===== src/rtl/pm_noc_fifo_rd_pkg.sv =====
// Shared definitions for both halves of the NoC-to-PM asynchronous FIFO:
// default geometry plus the Gray/binary pointer conversions.
package pm_noc_fifo_rd_pkg;

    localparam int NOC_ASYNC_FIFO_AWIDTH      = 3;
    localparam int NOC_ASYNC_FIFO_PACKET_SIZE = 32;
    localparam int PTR_FN_W                   = 32;

    typedef logic [PTR_FN_W-1:0] ptr_word_t;

    // Narrower pointers are zero-extended by the caller; leading zeros convert to zeros.
    function automatic ptr_word_t bin2gray(input ptr_word_t bin);
        return bin ^ (bin >> 1);
    endfunction

    function automatic ptr_word_t gray2bin(input ptr_word_t gray);
        ptr_word_t bin;
        bin = gray;
        for (int i = 1; i < PTR_FN_W; i++) begin
            bin = bin ^ (gray >> i);
        end
        return bin;
    endfunction

endpackage


===== src/rtl/pm_noc_fifo_rd_gray_sync.sv =====
// pm_gray_sync: multi-bit flop chain for a Gray-coded pointer crossing into
// the local clock domain; reusable on the write side for the read pointer.
module pm_gray_sync #(
    parameter int WIDTH  = 4,
    parameter int STAGES = 2
) (
    input  logic             clk_i,
    input  logic             rst_n_i,
    input  logic [WIDTH-1:0] d_i,
    output logic [WIDTH-1:0] q_o
);

    logic [WIDTH-1:0] sync_q [STAGES];
    logic [WIDTH-1:0] sync_d [STAGES];

    // Next-state of the chain: stage 0 takes the asynchronous input directly.
    always_comb begin
        sync_d[0] = d_i;
        for (int i = 1; i < STAGES; i++) begin
            sync_d[i] = sync_q[i-1];
        end
    end

    // Synchroniser flops with asynchronous clear.
    always_ff @(posedge clk_i or negedge rst_n_i) begin
        if (!rst_n_i) begin
            for (int i = 0; i < STAGES; i++) begin
                sync_q[i] <= {WIDTH{1'b0}};
            end
        end else begin
            for (int i = 0; i < STAGES; i++) begin
                sync_q[i] <= sync_d[i];
            end
        end
    end

    assign q_o = sync_q[STAGES-1];

endmodule


===== src/rtl/pm_noc_fifo_rd.sv =====
// PM-domain read half of the NoC-to-PM asynchronous FIFO: registered packet
// stream, Gray read pointer, fill level. Optional PM_NOC_FIFO_RD_PKTCNT_EN adds a packet counter.
module pm_noc_fifo_rd
    import pm_noc_fifo_rd_pkg::*;
#(
    parameter int AWIDTH      = NOC_ASYNC_FIFO_AWIDTH,
    parameter int PACKET_SIZE = NOC_ASYNC_FIFO_PACKET_SIZE,
    parameter int SYNC_STAGES = 2
) (
    input  logic                   clk_pm_i,
    input  logic                   reset_pm_n_i,
    input  logic [PACKET_SIZE-1:0] noc_fifo_pm_in_data_i,
    input  logic [AWIDTH:0]        noc_fifo_pm_in_waddr_i,
    output logic [AWIDTH:0]        noc_fifo_pm_in_raddr_o,
    output logic [PACKET_SIZE-1:0] pkt_data_o,
    output logic                   pkt_valid_o,
    input  logic                   pkt_ready_i,
    output logic                   fifo_empty_o,
    output logic [AWIDTH:0]        fifo_level_o,
    output logic [31:0]            pkt_count_o
);

    localparam int PW = AWIDTH + 1;

    logic [PW-1:0]          wsync_gray_s;
    logic [PW-1:0]          wsync_bin_s;
    logic [PW-1:0]          rd_ptr_inc_s;
    logic                   empty_s;
    logic                   load_s;

    logic [PW-1:0]          rd_ptr_bin_q, rd_ptr_bin_d;
    logic [PW-1:0]          raddr_q,      raddr_d;
    logic [PACKET_SIZE-1:0] pkt_data_q,   pkt_data_d;
    logic                   pkt_valid_q,  pkt_valid_d;
    logic [PW-1:0]          level_q,      level_d;

    pm_gray_sync #(
        .WIDTH  (PW),
        .STAGES (SYNC_STAGES)
    ) u_wptr_sync (
        .clk_i   (clk_pm_i),
        .rst_n_i (reset_pm_n_i),
        .d_i     (noc_fifo_pm_in_waddr_i),
        .q_o     (wsync_gray_s)
    );

    assign wsync_bin_s  = PW'(gray2bin(PTR_FN_W'(wsync_gray_s)));
    assign rd_ptr_inc_s = rd_ptr_bin_q + {{(PW-1){1'b0}}, 1'b1};
    assign empty_s      = (raddr_q == wsync_gray_s);
    assign load_s       = !empty_s && (!pkt_valid_q || pkt_ready_i);

    // Output register and read pointer next-state; a stall holds everything.
    always_comb begin
        rd_ptr_bin_d = rd_ptr_bin_q;
        raddr_d      = raddr_q;
        pkt_data_d   = pkt_data_q;
        pkt_valid_d  = pkt_valid_q;
        if (load_s) begin
            pkt_data_d   = noc_fifo_pm_in_data_i;
            pkt_valid_d  = 1'b1;
            rd_ptr_bin_d = rd_ptr_inc_s;
            raddr_d      = PW'(bin2gray(PTR_FN_W'(rd_ptr_inc_s)));
        end else if (pkt_ready_i) begin
            pkt_valid_d  = 1'b0;
        end else begin
            pkt_valid_d  = pkt_valid_q;
        end
    end

    // Modulo subtraction; the extra pointer MSB lets a full FIFO read as 2^AWIDTH.
    always_comb begin
        level_d = wsync_bin_s - rd_ptr_bin_q;
    end

    // Pointer, packet and level flops.
    always_ff @(posedge clk_pm_i or negedge reset_pm_n_i) begin
        if (!reset_pm_n_i) begin
            rd_ptr_bin_q <= {PW{1'b0}};
            raddr_q      <= {PW{1'b0}};
            pkt_data_q   <= {PACKET_SIZE{1'b0}};
            pkt_valid_q  <= 1'b0;
            level_q      <= {PW{1'b0}};
        end else begin
            rd_ptr_bin_q <= rd_ptr_bin_d;
            raddr_q      <= raddr_d;
            pkt_data_q   <= pkt_data_d;
            pkt_valid_q  <= pkt_valid_d;
            level_q      <= level_d;
        end
    end

`ifdef PM_NOC_FIFO_RD_PKTCNT_EN
    logic [31:0] pkt_count_q, pkt_count_d;

    // Counts handshakes; wraps naturally at 32 bits.
    always_comb begin
        if (pkt_valid_q && pkt_ready_i) begin
            pkt_count_d = pkt_count_q + 32'd1;
        end else begin
            pkt_count_d = pkt_count_q;
        end
    end

    // Accepted-packet counter flop.
    always_ff @(posedge clk_pm_i or negedge reset_pm_n_i) begin
        if (!reset_pm_n_i) begin
            pkt_count_q <= 32'h0;
        end else begin
            pkt_count_q <= pkt_count_d;
        end
    end

    assign pkt_count_o = pkt_count_q;
`else
    assign pkt_count_o = 32'h0;
`endif

    assign noc_fifo_pm_in_raddr_o = raddr_q;
    assign pkt_data_o             = pkt_data_q;
    assign pkt_valid_o            = pkt_valid_q;
    assign fifo_level_o           = level_q;
    assign fifo_empty_o           = empty_s;

endmodule


===== config.mk =====
export PLATFORM = sky130hd
export DESIGN_NAME = pm_noc_fifo_rd
export DESIGN_NICKNAME = d
export VERILOG_FILES = /design/src/rtl/pm_noc_fifo_rd_pkg.sv /design/src/rtl/pm_noc_fifo_rd_gray_sync.sv /design/src/rtl/pm_noc_fifo_rd.sv
export SDC_FILE = /design/constraint.sdc
export NUM_CORES = 1
export LEC_CHECK = 0
export CAP_MARGIN = 0
export CORE_UTILIZATION = 35
export CTS_CLUSTER_DIAMETER = 150
export CTS_CLUSTER_SIZE = 14
export DETAILED_ROUTE_END_ITERATION = 10
export DONT_BUFFER_PORTS = 1
export PLACE_DENSITY_LB_ADDON = 0.15
export RECOVER_POWER = 25
export REMOVE_ABC_BUFFERS = 1
export SKIP_LAST_GASP = 1
export SLEW_MARGIN = 30
export SYNTH_ARGS = -nofsm -noshare
export SYNTH_HDL_FRONTEND = slang
export SYNTH_SLANG_ARGS = --single-unit

===== constraint.sdc =====
create_clock -name clk_pm_i -period 2.55 [get_ports clk_pm_i]
set_input_delay 0.3825 -clock clk_pm_i [delete_from_list [all_inputs] [get_ports clk_pm_i]]
set_output_delay 0.3825 -clock clk_pm_i [all_outputs]
set_load 0.005 [all_outputs]

**Word level (Yosys, flattened, before mapping)**

Cells that the tools add are included.

- $add $sub $neg: 2
- Eq/ne operators: 1
- Multiplexer cells: 2
- Bitwise operators: 4
- Reduce and logical (&&, ||, !) cells: 5

Operator list:

| cell | count |
|---|---|
| 4-bit by 3-bit bitwise XOR with 4-bit output | 2 |
| 4-bit by 1-bit adder with 4-bit output, second input constant | 1 |
| 4-bit equality test | 1 |
| 4-bit subtractor | 1 |
| 4-bit by 1-bit bitwise XOR with 4-bit output | 1 |
| 4-bit by 2-bit bitwise XOR with 4-bit output | 1 |
| 1-bit logical NOT | 2 |
| 1-bit two-way mux | 2 |
| 2-bit nonzero test | 1 |
| 1-bit logical AND | 1 |
| 1-bit logical OR | 1 |

- Register bits after elaboration: 53
- Input port bits: 39
- Output and inout bits: 74
- Logic and storage cells: 21

**Logic depth before layout (Yosys ltp)**

Gate-level depths: netlist of the first run.

- Depth after elaboration: 4
- Mapped depth: 8

**Hierarchy**

Synthesis of the first run repeated with hierarchy kept, for this count alone.

- Cell total of the unflattened synthesis: 165
- Area total of the unflattened synthesis: 2432.3 um2

Modules (own cells, without submodules):

| module | instances | cells an instance | area an instance (um2) | sequential area each (um2) |
|---|---|---|---|---|
| pm_noc_fifo_rd | 1 | 157 | 2232.1 | 1101.1 |
| pm_gray_sync | 1 | 8 | 200.2 | 200.2 |

**Worst setup path before layout of the first run**

No wires, ideal clock.

- Path type: reg2reg
- Start point: register u_wptr_sync.sync_q (netlist bit u_wptr_sync.q_o[2])
- End point: register level_q[2], in the netlist fifo_level_o[2]
- Setup time: 123 ps
- Arrival time: 1668 ps
- Data required time: 2427 ps
- Path slack: 759 ps
- Stages on the path, launching flop included: 7
- Cell sequence: dfrtp_1 xor2_1 xnor2_1 xor2_1 ha_1 fa_1 xnor2_1

- Word-level cells in the longest chain between the ends: 4

Ends and longest elaborated chain:

| element | RTL line | source |
|---|---|---|
| start: declaration | pm_noc_fifo_rd_gray_sync.sv:13 | `logic [WIDTH-1:0] sync_q [STAGES];` |
| start signal: indexed assignment | pm_noc_fifo_rd_gray_sync.sv:28 | `sync_q[i] <= {WIDTH{1'b0}};` |
| start signal: indexed assignment | pm_noc_fifo_rd_gray_sync.sv:32 | `sync_q[i] <= sync_d[i];` |
| 4-bit by 3-bit bitwise XOR with 4-bit output | pm_noc_fifo_rd_pkg.sv:20 | `bin = bin ^ (gray >> i);` |
| 4-bit by 2-bit bitwise XOR with 4-bit output (*) | pm_noc_fifo_rd_pkg.sv:20 |  |
| 4-bit by 1-bit bitwise XOR with 4-bit output (*) | pm_noc_fifo_rd_pkg.sv:20 |  |
| 4-bit subtractor (*) | pm_noc_fifo_rd.sv:72 | `level_d = wsync_bin_s - rd_ptr_bin_q;` |
| via level_d[2] | pm_noc_fifo_rd.sv:35 | `logic [PW-1:0] level_q, level_d;` |
| end signal: assignment | pm_noc_fifo_rd.sv:82 | `level_q <= {PW{1'b0}};` |
| end signal: assignment | pm_noc_fifo_rd.sv:88 | `level_q <= level_d;` |
| end: declaration | pm_noc_fifo_rd.sv:35 |  |

The timed path passes the listed nets; every way through them passes the cells marked *.
A chain may end at the register's enable or synchronous reset.

==> results of run 1 <==
-- registers in the layout, indices dropped and copies added, names as in the netlist --
name,cells
rd_ptr_bin_q,4
pkt_valid_o,1
u_wptr_sync.sync_d,4
noc_fifo_pm_in_raddr_o,3
fifo_level_o,4
u_wptr_sync.q_o,4
pkt_data_o,32
-- logic make-up after synthesis --
group | after synthesis | share of synthesized area [%]
mux | 35 | 21.60
compound gates | 4 | 1.234
other cells | 1 | 0.1542
xor+xnor | 17 | 6.122
flops | 52 | 53.50
fa+ha+maj | 5 | 2.881
simple gates | 8 | 1.544
buf+inv | 43 | 12.96
-- routing by layer --
metal | vias up | GRT usage [%] | wire, um
met2 | 70 | 16.57 | 1749
met4 | 0 | 4.545 | 44
met3 | 4 | 3.599 | 308
li1 | 478 | - | -
met1 | 538 | 13.66 | 1593
met5 | - | 0 | 0
-- power breakdown --
group	internal, mW	total [mW]	switching (mW)	leakage [nW]
Clock	0.217	0.469	0.252	0.0510
Sequential	1.09	1.33	0.243	0.604
Combinational	0.520	0.863	0.344	0.552
-- area by class of cell --
cell class / count / area share [%]
tap: 80 / 4.051
multi-input combinational: 101 / 37.72
clock buffer: 6 / 3.342
sequential: 52 / 52.66
timing repair buffer: 3 / 0.9114
inverter: 6 / 0.9114
clock inverter: 2 / 0.4051
-- placed cells by master (no fill, tap or decap), drive strengths merged, types with 2 or more instances in the layout --
master / count
inv: 6
nand2: 5
conb: 32
xnor2: 8
dfrtp: 52
xor2: 9
clkbuf: 7
clkinv: 2
ha: 4
mux2: 35
-- critical path: stages (launching register included) --
cell and delay, ns:
dfrtp_1 0.46, xor2_1 0.20, o41a_2 0.50, buf_4 0.34, mux2_4 0.38
-- synthesized netlist by cell type --
| library cell | count |
|---|---|
| dfrtp_1 | 52 |
| ha_1 | 4 |
| fa_1 | 1 |
| a21o_1 | 1 |
| conb_1 | 1 |
| xor2_1 | 9 |
| nand4_1 | 1 |
| o21ai_0 | 1 |
| a21oi_1 | 1 |
| buf_4 | 33 |
| o41a_2 | 1 |
| nand2b_1 | 1 |
| mux2_4 | 35 |
| nand2_1 | 5 |
| buf_6 | 4 |
| inv_1 | 6 |
| nor4_1 | 1 |
| xnor2_1 | 8 |
-- how the worst max path moves through the flow --
stage	to	slack, ns	depth (start not counted)
final	pkt_data_o[11]	0.55	4
after global routing	fifo_level_o[3]	0.36	8
after CTS	pkt_data_o[11]	0.55	4
after detailed placement	pkt_data_o[2]	0.56	4
after global placement	pkt_data_o[14]	0.59	4
after floorplan	noc_fifo_pm_in_raddr_o[0]	0.51	3
-- timing repair --
action | in CTS | in global routing
endpoints found under the hold margin | 52 | 0
hold buffers | 2 | 0
endpoints found under the setup margin | 0 | 0
==> metrics.md, run 1 <==
| Metric | Value |
|---|---|
| R2R Path Start | `rd_ptr_bin_q[3]` |
| Power per cell area | `1077 nW/um2` |
| Least-Margin Pin Slew | `roughly 1.3 ns` |
| Port Buffers | `0` |
| Total CTS buffers | `5` |
| Fin crit period | `2.002 ns` |
| Max Fclk | `0.4995 GHz` |
| Layout Skew | `0.004356 ns` |
| Grt total ovfl | `0` |
| CTS root buf | `clkbuf_8` |
| Worst EP required | `2.73 ns` |
| Share of cells above drive strength 1 | `27.06%` |
| Final ANT Viol Nets | `0` |
| Syn-to-layout area delta | `1.595%` |
| CTS max path bufs | `2` |
| Final HPWL DP | `approximately 2.6 mm` |
| Leak pwr | `1.207 nW` |
| Total Wirelength | `3.695 mm` |
| Fillcell total | `660` |
| Critical path class | `register to register` |
| Die area | `7287 um2` |
| CTS tree | `yes` |
| Antenna violations before repair | `0` |
| Slew margin rel. | `16.45%` |
| DRT iter0 DRCs | `25` |
| Max cap viols | `0` |
| First-pass GRT wire length | `~5.9 mm` |
| Final hold vios | `0` |
| Final setup viols | `0` |
| Ys Warns | `0` |
| Worst Hold Path Cells | `0` |
| Multi-input gate area | `932.1 um2` |
| Seq. cell area | `1301 um2` |
| Row count | `30` |
| Fin Setup TNS | `0 ns` |
| Start point of the critical path | `rd_ptr_bin_q[3]` |
| DIE HEIGHT | `about 85 um` |
| Unique masters post-synth | `18` |
| Sequential share of the synthesized area | `53.50%` |
| IR drop worst, VDD | `0.0003767 V` |
| Worst Hold End | `u_wptr_sync.sync_d[1]` |
| Vias per cell | `4.360` |
| Power Total | `2.662 mW` |
| Post-CTS resize count | `0` |
| Final WS setup | `0.5481 ns` |
| Design area | `2471 um2` |
| Largest net degree at the start of global routing | `53` |
| Avg Cell Area, Syn | `14.74 um2` |
| Status | `completed` |
| Final #Nets | `213` |
| Worst Setup End Kind | `register` |
| Final Util | `between 30% and 40%` |
| Final Non-Filler Cells | `250` |
| Die W | `85.37 um` |
| Unrepaired setup endpoints after global routing | `no` |
| Setup WS pre-CTS | `0.5639 ns` |
| Min Hold Slack | `about 0.11 ns` |
| Vias in the first global route | `between 1000 and 1500` |
| I/O pin cnt | `113` |
| H-tree depth | `2` |
| GRT Total Usage | `around a tenth` |
| Clock latency on the worst-skew pair | `0.29 ns` |
| Crit path max fanout | `40` |
| Min-Delay Path Class | `primary input to register` |
| Post-CTS Setup Bufs | `0` |
| Clock sink count | `52` |
| Largest area contributor in the netlist | `dfrtp_1` |
| Fin crit share | `78.51%` |
| Seq cells post-synth | `52` |
| Cells taking the most area after synthesis | `dfrtp_1 53%, mux2_4 22%, buf_4 10%, xor2_1 3.2%, xnor2_1 2.9%` |
| Dpl cells | `240` |
| Routed len/inst | `about 15 um` |
| Residual DRC | `0` |
| R2r setup slk | `~0.55 ns` |
| Reg clk slew, reported paths | `roughly 0.090 ns` |
| Worst R2R Path Depth | `4` |
| First-pass iteration count of the detailed router | `5` |
| Antenna cells | `0` |
| Synth top area share | `53.50%` |
| Final Max Tran Viols | `0` |
| Hold Crit Start | `noc_fifo_pm_in_waddr_i[1]` |
| Mapped cell area | `between 2000 and 2500 um2` |
| Total placed instance area | `between 2000 and 2500 um2` |
| Startpoint class of the critical path | `register` |
| Worst EP arrival | `between 2 and 2.5 ns` |
| Core ar. | `about 6800 um2` |
| Syn Inst Count | `165` |
| Placer Congestion | `0.6798` |
| Initial Util | `between 30% and 40%` |
| FF-to-FF End | `pkt_data_o[11]` |
| Via Count | `1090` |
(Power assumes the default switching activity.)
==> run 2, diff against run 1 <==
==> constraint.sdc (replaced) <==
create_clock -name clk_pm_i -period 2.06 [get_ports clk_pm_i]
set_input_delay 0.309 -clock clk_pm_i [delete_from_list [all_inputs] [get_ports clk_pm_i]]
set_output_delay 0.309 -clock clk_pm_i [all_outputs]
set_load 0.005 [all_outputs]
==> run 2 against run 1 <==
Against the previous run: largest cell class unchanged; critical path depth unchanged; critical path type unchanged; global-route usage decreased by 0.52 points; largest power group unchanged; sequential share of layout area decreased by 0.68 points.
==> metrics.md, run 2 (synthesis gave the netlist of run 1 again) <==
| Metric | Value |
|---|---|
| Status | `completed` |
| Clock latency on the worst-skew pair | `0.29 ns` |
| First-pass GRT wire length | `5.499 mm` |
| DIE HEIGHT | `85.37 um` |
| Fin Setup TNS | `0 ns` |
| Reg clk slew, reported paths | `0.08 ns` |
| Initial Util | `36.00%` |
| Fin crit share | `91.41%` |
| Min Hold Slack | `0.03829 ns` |
| Final ANT Viol Nets | `0` |
| Die area | `7287 um2` |
| H-tree depth | `2` |
| R2r setup slk | `0.18 ns` |
| GRT Total Usage | `10.15%` |
| Total placed instance area | `2371 um2` |
| CTS tree | `yes` |
| Port Buffers | `0` |
| Least-Margin Pin Slew | `1.234 ns` |
| Setup WS pre-CTS | `0.1017 ns` |
| Die W | `85.37 um` |
| Routed len/inst | `14.11 um` |
| Final hold vios | `0` |
| Worst Setup End Kind | `register` |
| Max Fclk | `0.5311 GHz` |
| Placer Congestion | `0.8139` |
| Row count | `30` |
| Crit path max fanout | `21` |
| Commonest non-fill, non-tap cell in the layout | `dfrtp_1` |
| Antenna cells | `0` |
| Max reg flops | `32` |
| Total CTS buffers | `5` |
| Unrepaired setup endpoints after global routing | `no` |
| Slew margin rel. | `17.75%` |
| Power per cell area | `1312 nW/um2` |
| Final Util | `37.06%` |
| CTS max path bufs | `2` |
| Share of cells above drive strength 1 | `26.59%` |
| Syn-to-layout area delta | `2.932%` |
| Startpoint class of the critical path | `register` |
| Max cap viols | `0` |
| Final WS setup | `roughly 0.18 ns` |
| Min-Delay Path Class | `primary input to register` |
| Most frequent cells in the layout | `52 x dfrtp_1, 35 x mux2_4, 32 x conb_1, 9 x xor2_1, 7 x xnor2_1` |
| Layout Skew | `0.003363 ns` |
| Final HPWL DP | `about 2.6 mm` |
| Largest net degree at the start of global routing | `53` |
| Final setup viols | `0` |
| I/O pin cnt | `113` |
| DRT iter0 DRCs | `17` |
| Worst EP required | `2.24 ns` |
| Final #Nets | `216` |
| Vias in the first global route | `1076` |
| IR drop worst, VDD | `0.0003659 V` |
| Leak pwr | `between 1 and 1.5 nW` |
| CTS root buf | `clkbuf_8` |
| Worst EP arrival | `between 2 and 2.5 ns` |
| Via Count | `1098` |
| First-pass iteration count of the detailed router | `2` |
| Core ar. | `6756 um2` |
| Design area | `2504 um2` |
| Final Max Tran Viols | `0` |
| Clock sink count | `between 50 and 60` |
| Critical path class | `register to register` |
| Vias per cell | `4.340` |
| Fin crit period | `1.883 ns` |
| Antenna violations before repair | `0` |
| Total Wirelength | `3.569 mm` |
| Grt total ovfl | `0` |
| Residual DRC | `0` |
[run 2: changes by cell type in the layout (fill, tap and decap cells not counted)]
cell,change
xnor2_2,+1
dlygate4sd3_1,+2
clkinv_2,-2
xnor2_1,-1
clkbuf_1,+2
buf_4,+1
[run 2: per-layer routing]
metal,up-vias,share of wire [%],track usage [%]
met5,-,0,0
met4,0,1.6,4.545
met3,5,9.6,5.253
met2,76,47,15.62
met1,535,42,11.86
li1,482,-,-
[run 2: worst max-delay path: stages, from the launching register on]
cell and delay, ns:
dfrtp_1 0.46, xor2_1 0.20, o41a_2 0.51, buf_4 0.25
mux2_4 0.33
[run 2: worst paths after layout]
kind / from / depth (start not counted) / endpoint
worst min register to register: u_wptr_sync.sync_d[2] / 0 / u_wptr_sync.q_o[2]
max in group asynchronous: reset_pm_n_i / 2 / rd_ptr_bin_q[0]
worst max-delay path: rd_ptr_bin_q[3] / 4 / pkt_data_o[26]
worst min-delay path: noc_fifo_pm_in_waddr_i[1] / 0 / u_wptr_sync.sync_d[1]
worst max register to register: rd_ptr_bin_q[3] / 4 / pkt_data_o[26]
min in group asynchronous: reset_pm_n_i / 2 / u_wptr_sync.sync_d[1]
[run 2: layout make-up]
| cell class | instances | area (um2) |
|---|---|---|
| clock buffer | 8 | 90.09 |
| fill | 669 | 4253 |
| inverter | 6 | 22.52 |
| multi-input combinational | 101 | 939.7 |
| sequential | 52 | 1301 |
| tap | 80 | 100.1 |
| timing repair buffer | 6 | 50.05 |
[run 2: repair_timing]
item,CTS,global route
gates resized for setup,0,1
hold buffers,2,2
endpoints found under the hold margin,52,2
setup endpoints to repair,0,2
buffers inserted,0,0
[run 2: power by group]
group	internal [mW]	switching, mW	total, mW	leakage [nW]
combinational	0.650	0.412	1.06	0.571
sequential	1.34	0.302	1.65	0.604
clock	0.274	0.303	0.577	0.0455
total	2.27	1.02	3.29	1.22
[run 2: metrics by stage]
step	instances	total power [mW]
4_1_cts	251	3.351
3_3_place_gp	241	2.711
3_5_place_dp	241	2.719
2_1_floorplan	159	2.520
5_1_grt	253	3.517
6_report	253	3.286
